===== config.mk =====
export PLATFORM = sky130hd
export DESIGN_NAME = mul35_top
export DESIGN_NICKNAME = d
export VERILOG_FILES = /design/src/rtl/mul35_pkg.sv /design/src/rtl/mul35_part.sv /design/src/rtl/mul35_top.sv
export SDC_FILE = /design/constraint.sdc
export NUM_CORES = 2
export LEC_CHECK = 0
export CAP_MARGIN = 30
export CELL_PAD_IN_SITES_DETAIL_PLACEMENT = 0
export CELL_PAD_IN_SITES_GLOBAL_PLACEMENT = 2
export CORE_ASPECT_RATIO = 1.75
export CORE_MARGIN = 1
export CORE_UTILIZATION = 44
export CTS_CLUSTER_DIAMETER = 30
export DETAILED_ROUTE_END_ITERATION = 10
export PLACE_DENSITY = 0.95
export RECOVER_POWER = 50
export SLEW_MARGIN = 20
export SYNTH_ARGS = -nofsm -noshare
export SYNTH_HDL_FRONTEND = slang
export SYNTH_SLANG_ARGS = --single-unit

===== constraint.sdc =====
create_clock -name clk -period 5 [get_ports clk]
set_clock_uncertainty 0.15 [all_clocks]
set_input_delay 1 -clock clk [delete_from_list [all_inputs] [get_ports clk]]
set_output_delay 1 -clock clk [all_outputs]
set_load 0.03 [all_outputs]

===== src/rtl/mul35_pkg.sv =====
// rtl/mul35_pkg.sv - shared widths, types and partial-product combine for the 35x35 multiplier
// No ports: imported by mul35_part and mul35_top.
package mul35_pkg;

    localparam int A_W  = 35;
    localparam int B_W  = 35;
    localparam int P_W  = A_W + B_W;
    localparam int LO_W = 18;
    localparam int HI_W = 17;
    localparam int PP_W = 2 * LO_W;

    typedef logic [A_W-1:0]  operand_t;
    typedef logic [P_W-1:0]  product_t;
    typedef logic [PP_W-1:0] pp_t;

    // Recombine the four partial products into the full product.
    // Both cross terms are added before the shift. Every term is widened to
    // the full product width first, so no carry out of the 18/36-bit
    // boundaries can be lost.
    function automatic product_t pp_combine(
        input pp_t p_ll,
        input pp_t p_lh,
        input pp_t p_hl,
        input pp_t p_hh
    );
        product_t mid;
        mid = product_t'(p_lh) + product_t'(p_hl);
        return product_t'(p_ll) + (mid << LO_W) + (product_t'(p_hh) << (2 * LO_W));
    endfunction

endpackage


===== src/rtl/mul35_part.sv =====
// rtl/mul35_part.sv - unsigned 18x18 -> 36-bit combinational partial-product multiplier
// Ports:
//   a_in  : 18-bit unsigned operand (narrower operands zero-extended by the caller)
//   b_in  : 18-bit unsigned operand
//   p_out : 36-bit unsigned product, combinational
module mul35_part
    import mul35_pkg::*;
(
    input  logic [LO_W-1:0] a_in,
    input  logic [LO_W-1:0] b_in,
    output pp_t             p_out
);

    // An 18x18 product sized to fit a single DSP multiplier.
    assign p_out = pp_t'(a_in) * pp_t'(b_in);

endmodule


===== src/rtl/mul35_top.sv =====
// rtl/mul35_top.sv - unsigned 35x35 -> 70-bit multiplier from four DSP-sized partial products
// Ports:
//   clk       : rising-edge clock
//   reset     : asynchronous, active-high; clears every register
//   MUL_aa_a0 : operand A, 35-bit unsigned
//   MUL_bb_a0 : operand B, 35-bit unsigned
//   MUL_mm_a6 : registered 70-bit product A*B
// Build option MUL35_PIPE_EN: adds registers on the operands and on the
// partial products (latency 3). Undefined: one output register (latency 1).
module mul35_top
    import mul35_pkg::*;
(
    input  logic           clk,
    input  logic           reset,
    input  logic [A_W-1:0] MUL_aa_a0,
    input  logic [B_W-1:0] MUL_bb_a0,
    output logic [P_W-1:0] MUL_mm_a6
);

    // Operands as seen by the partial-product multipliers.
    operand_t a_op;
    operand_t b_op;

    // Outputs of the four partial-product multipliers.
    pp_t pp_ll;
    pp_t pp_lh;
    pp_t pp_hl;
    pp_t pp_hh;

    product_t prod_d;
    product_t prod_q;

`ifdef MUL35_PIPE_EN
    operand_t a_d;
    operand_t a_q;
    operand_t b_d;
    operand_t b_q;
    pp_t      pp_ll_d;
    pp_t      pp_ll_q;
    pp_t      pp_lh_d;
    pp_t      pp_lh_q;
    pp_t      pp_hl_d;
    pp_t      pp_hl_q;
    pp_t      pp_hh_d;
    pp_t      pp_hh_q;

    always_comb begin
        a_d     = MUL_aa_a0;
        b_d     = MUL_bb_a0;
        a_op    = a_q;
        b_op    = b_q;
        pp_ll_d = pp_ll;
        pp_lh_d = pp_lh;
        pp_hl_d = pp_hl;
        pp_hh_d = pp_hh;
        prod_d  = pp_combine(pp_ll_q, pp_lh_q, pp_hl_q, pp_hh_q);
    end

    always_ff @(posedge clk or posedge reset) begin
        if (reset) begin
            a_q     <= '0;
            b_q     <= '0;
            pp_ll_q <= '0;
            pp_lh_q <= '0;
            pp_hl_q <= '0;
            pp_hh_q <= '0;
        end else begin
            a_q     <= a_d;
            b_q     <= b_d;
            pp_ll_q <= pp_ll_d;
            pp_lh_q <= pp_lh_d;
            pp_hl_q <= pp_hl_d;
            pp_hh_q <= pp_hh_d;
        end
    end
`else
    always_comb begin
        a_op   = MUL_aa_a0;
        b_op   = MUL_bb_a0;
        prod_d = pp_combine(pp_ll, pp_lh, pp_hl, pp_hh);
    end
`endif

    // The 17-bit high halves get a zero MSB so that every multiplier is a
    // uniform unsigned 18x18 multiplier.
    mul35_part u_part_ll (
        .a_in  (a_op[LO_W-1:0]),
        .b_in  (b_op[LO_W-1:0]),
        .p_out (pp_ll)
    );

    mul35_part u_part_lh (
        .a_in  (a_op[LO_W-1:0]),
        .b_in  ({1'b0, b_op[LO_W+HI_W-1:LO_W]}),
        .p_out (pp_lh)
    );

    mul35_part u_part_hl (
        .a_in  ({1'b0, a_op[LO_W+HI_W-1:LO_W]}),
        .b_in  (b_op[LO_W-1:0]),
        .p_out (pp_hl)
    );

    mul35_part u_part_hh (
        .a_in  ({1'b0, a_op[LO_W+HI_W-1:LO_W]}),
        .b_in  ({1'b0, b_op[LO_W+HI_W-1:LO_W]}),
        .p_out (pp_hh)
    );

    always_ff @(posedge clk or posedge reset) begin
        if (reset) begin
            prod_q <= '0;
        end else begin
            prod_q <= prod_d;
        end
    end

    assign MUL_mm_a6 = prod_q;

endmodule


==> flow_metrics.py <==
metrics = {
    "status": {
        "status": "finished with violations",
        "violations": "capacitance limit, slew limit, setup timing",
    },
    "critical_path": {
        "critPathMaxStageDelay_ps": 550,
        "cp.required_ps": 5150,
        "timing.setup.critical_path_class": "in2reg",
        "start_kind": "primary input",
        "cp_max_fo": 6,
        "worstPathArrival_ps": 10260,
        "slowest_stage": "fa_1",
        "end_kind": "flip-flop",
    },
    "sta": {
        "slew_headroom": -0.338,
        "tns_ps": -226300,
        "finalSetupViolations": 63,
        "grt_setup_unrepaired": "true",
        "hold_viol": 0,
        "fin_crit_sh": 2.02,
        "worstMarginPinSlew_ps": 2010,
        "period_minus_slack_ps": 10110,
        "setup_ws_ps": -5110,
        "clock.fmax_mhz": 99.0,
        "slew_violations": 34,
    },
    "grt": {
        "grt_max_degree": 34,
        "grt_use_total": 0.287,
        "grt_overflow": 0,
        "grt_antenna_before_repair": 8,
        "grt_pass1_vias": 44800,
        "grt_pass1_wl_um": 237000,
    },
    "cells_and_area": {
        "largest_reg_flops": 70,
        "nets": 7978,
        "final_area_um2": 62400,
        "final_common_cell": "inv_1",
        "final_cell_mix": "1190 x inv_1, 947 x fa_1, 834 x buf_4, 759 x nand2_1, 465 x and2_1",
        "drive_above_1_share": 0.275,
        "syn_to_final_growth_pct": 33.3,
    },
    "clock_network": {
        "cts_num_sinks": 70,
        "root_buffer": "clkbuf_16",
        "cts_tree": "yes",
        "clk_pin_slew_ps": 70,
        "hold_buffers": 0,
        "numCtsBuffers": 9,
        "clock_path_buffers": 2,
        "h-tree-depth": 3,
    },
    "flow_run": {
        "drv_cap": 1,
    },
    "synth": {
        "synth_fp_nets": 7061,
        "synth_cells": 5460,
        "yosys_warnings": 0,
        "seq_area_frac_synth": 0.0374,
        "synthArstFlopShare": 1.00,
        "synth_flop_cell": "dfrtp_1",
        "synth_edf_count": 0,
        "synth_cell_types": 73,
        "ys_ff_latch": 70,
        "synth_area_um2": 46800,
        "avgSynthCellArea_um2": 8.57,
    },
    "floorplan": {
        "die_area_um2": 108000,
        "fp-row-count": 157,
        "die_w_um": 249,
        "core_area_um2": 105000,
        "io-pin-count": 142,
        "initial_core_util": 0.445,
        "die_h_um": 433,
    },
    "detailed_routing": {
        "firstDrtPassIters": 5,
        "drt-total-wl_um": 153000,
        "wl_per_cell_um": 19.7,
        "drt-vias-per-instance": 5.25,
        "drtAntennaViolNets": 0,
        "num_vias": 40600,
        "drt-initial-drc-count": 1511,
        "route.detailed.drc": 0,
    },
    "min_path": {
        "hp-class": "in2async",
    },
    "placed_design": {
        "gp_congestion": 0.949,
        "port-buffer-count": 141,
        "dpl_cell_area_um2": 57500,
        "hpwl_um": 125000,
    },
}
cell type report:
cell class	count	area, µm²
Tap cell	1351	1690
Clock buffer	10	229
Fill cell	9017	42700
Sequential cell	70	1750
Multi-Input combinational cell	3851	43400
Antenna cell	2	5.00
Clock inverter	6	47.5
Inverter	1272	4780
Timing Repair Buffer	1173	10500
layer usage:
layer | up-vias | share of wire | GRT usage
met2 | 1027 | 0.55 | 0.560
li1 | 18200 | - | -
met4 | 4 | 0.082 | 0.193
met5 | - | 0.00018 | 0
met3 | 458 | 0.034 | 0.0280
met1 | 20900 | 0.33 | 0.285
Yosys cell counts (7+ instances only):
cell type / number / area share
nand4_1: 21 / 0.0028
and2_1: 516 / 0.069
xnor2_1: 106 / 0.020
and3_1: 21 / 0.0028
fa_1: 980 / 0.42
ha_1: 549 / 0.15
a311oi_1: 7 / 0.0013
a21o_1: 82 / 0.013
nor2b_1: 21 / 0.0028
nand2_1: 809 / 0.065
o31ai_1: 15 / 0.0024
or3_1: 15 / 0.0020
a211oi_1: 21 / 0.0034
nor2_1: 98 / 0.0079
nand2b_1: 17 / 0.0023
nor3_1: 35 / 0.0037
o21bai_1: 21 / 0.0034
a21oi_1: 168 / 0.018
xor2_1: 59 / 0.011
o21a_1: 17 / 0.0027
inv_1: 1272 / 0.10
a31oi_1: 17 / 0.0023
o211ai_1: 13 / 0.0021
nand3_1: 40 / 0.0043
clkbuf_1: 265 / 0.021
or2_2: 9 / 0.0012
nor4_1: 12 / 0.0016
o21ai_0: 83 / 0.0089
dfrtp_1: 70 / 0.037
path summary, 6_finish.rpt:
check,from,cells after the start,endpoint
max,MUL_bb_a0[9],44,MUL_mm_a6[63]
max in group asynchronous,reset,3,MUL_mm_a6[5]
min,reset,2,MUL_mm_a6[48]
min in group clk,MUL_bb_a0[0],5,MUL_mm_a6[0]
worst max-delay path: cells and delay by family:
| family | cells | cell delay, ps |
|---|---|---|
| adder cells (fa/ha/maj) | 10 | 4110 |
| AND/OR/NAND/NOR | 6 | 960 |
| XOR/XNOR | 3 | 440 |
| buffers and inverters | 9 | 870 |
| AO/OA/AOI/OAI | 16 | 2860 |
through the flow:
step / setup slack [ps] / hold WS [ps] / util / cells
5_1_grt: -5320 / 1110 / 0.594 / 7733
2_1_floorplan: -4730 / 984 / - / 5460
3_3_place_gp: -6160 / 1170 / 0.547 / 7572
6_report: -5110 / 1030 / 0.594 / 7735
4_1_cts: -5100 / 700 / 0.579 / 7708
3_5_place_dp: -6220 / 1170 / 0.547 / 7572
repair_timing:
| action | 4_1_cts | 5_1_grt |
|---|---|---|
| gates resized for setup | 594 | 420 |
| pin swaps | 323 | 310 |
| setup endpoints to repair | 64 | 63 |
| endpoints found under the hold margin | 0 | 0 |
| gates cloned | 7 | 1 |
| setup buffers | 128 | 50 |
logic make-up after synthesis:
| family | count (synthesis) | synth area share |
|---|---|---|
| flops | 70 | 0.0374 |
| fa+ha+maj | 1529 | 0.566 |
| xor+xnor | 165 | 0.0309 |
| compound gates | 517 | 0.0714 |
| mux | 5 | 0.00107 |
| buf+inv | 1539 | 0.124 |
| simple gates | 1635 | 0.170 |
Power is left out: the tool's default activity adds up to more than one toggle a clock period on the data nets, which glitch-free logic cannot reach.
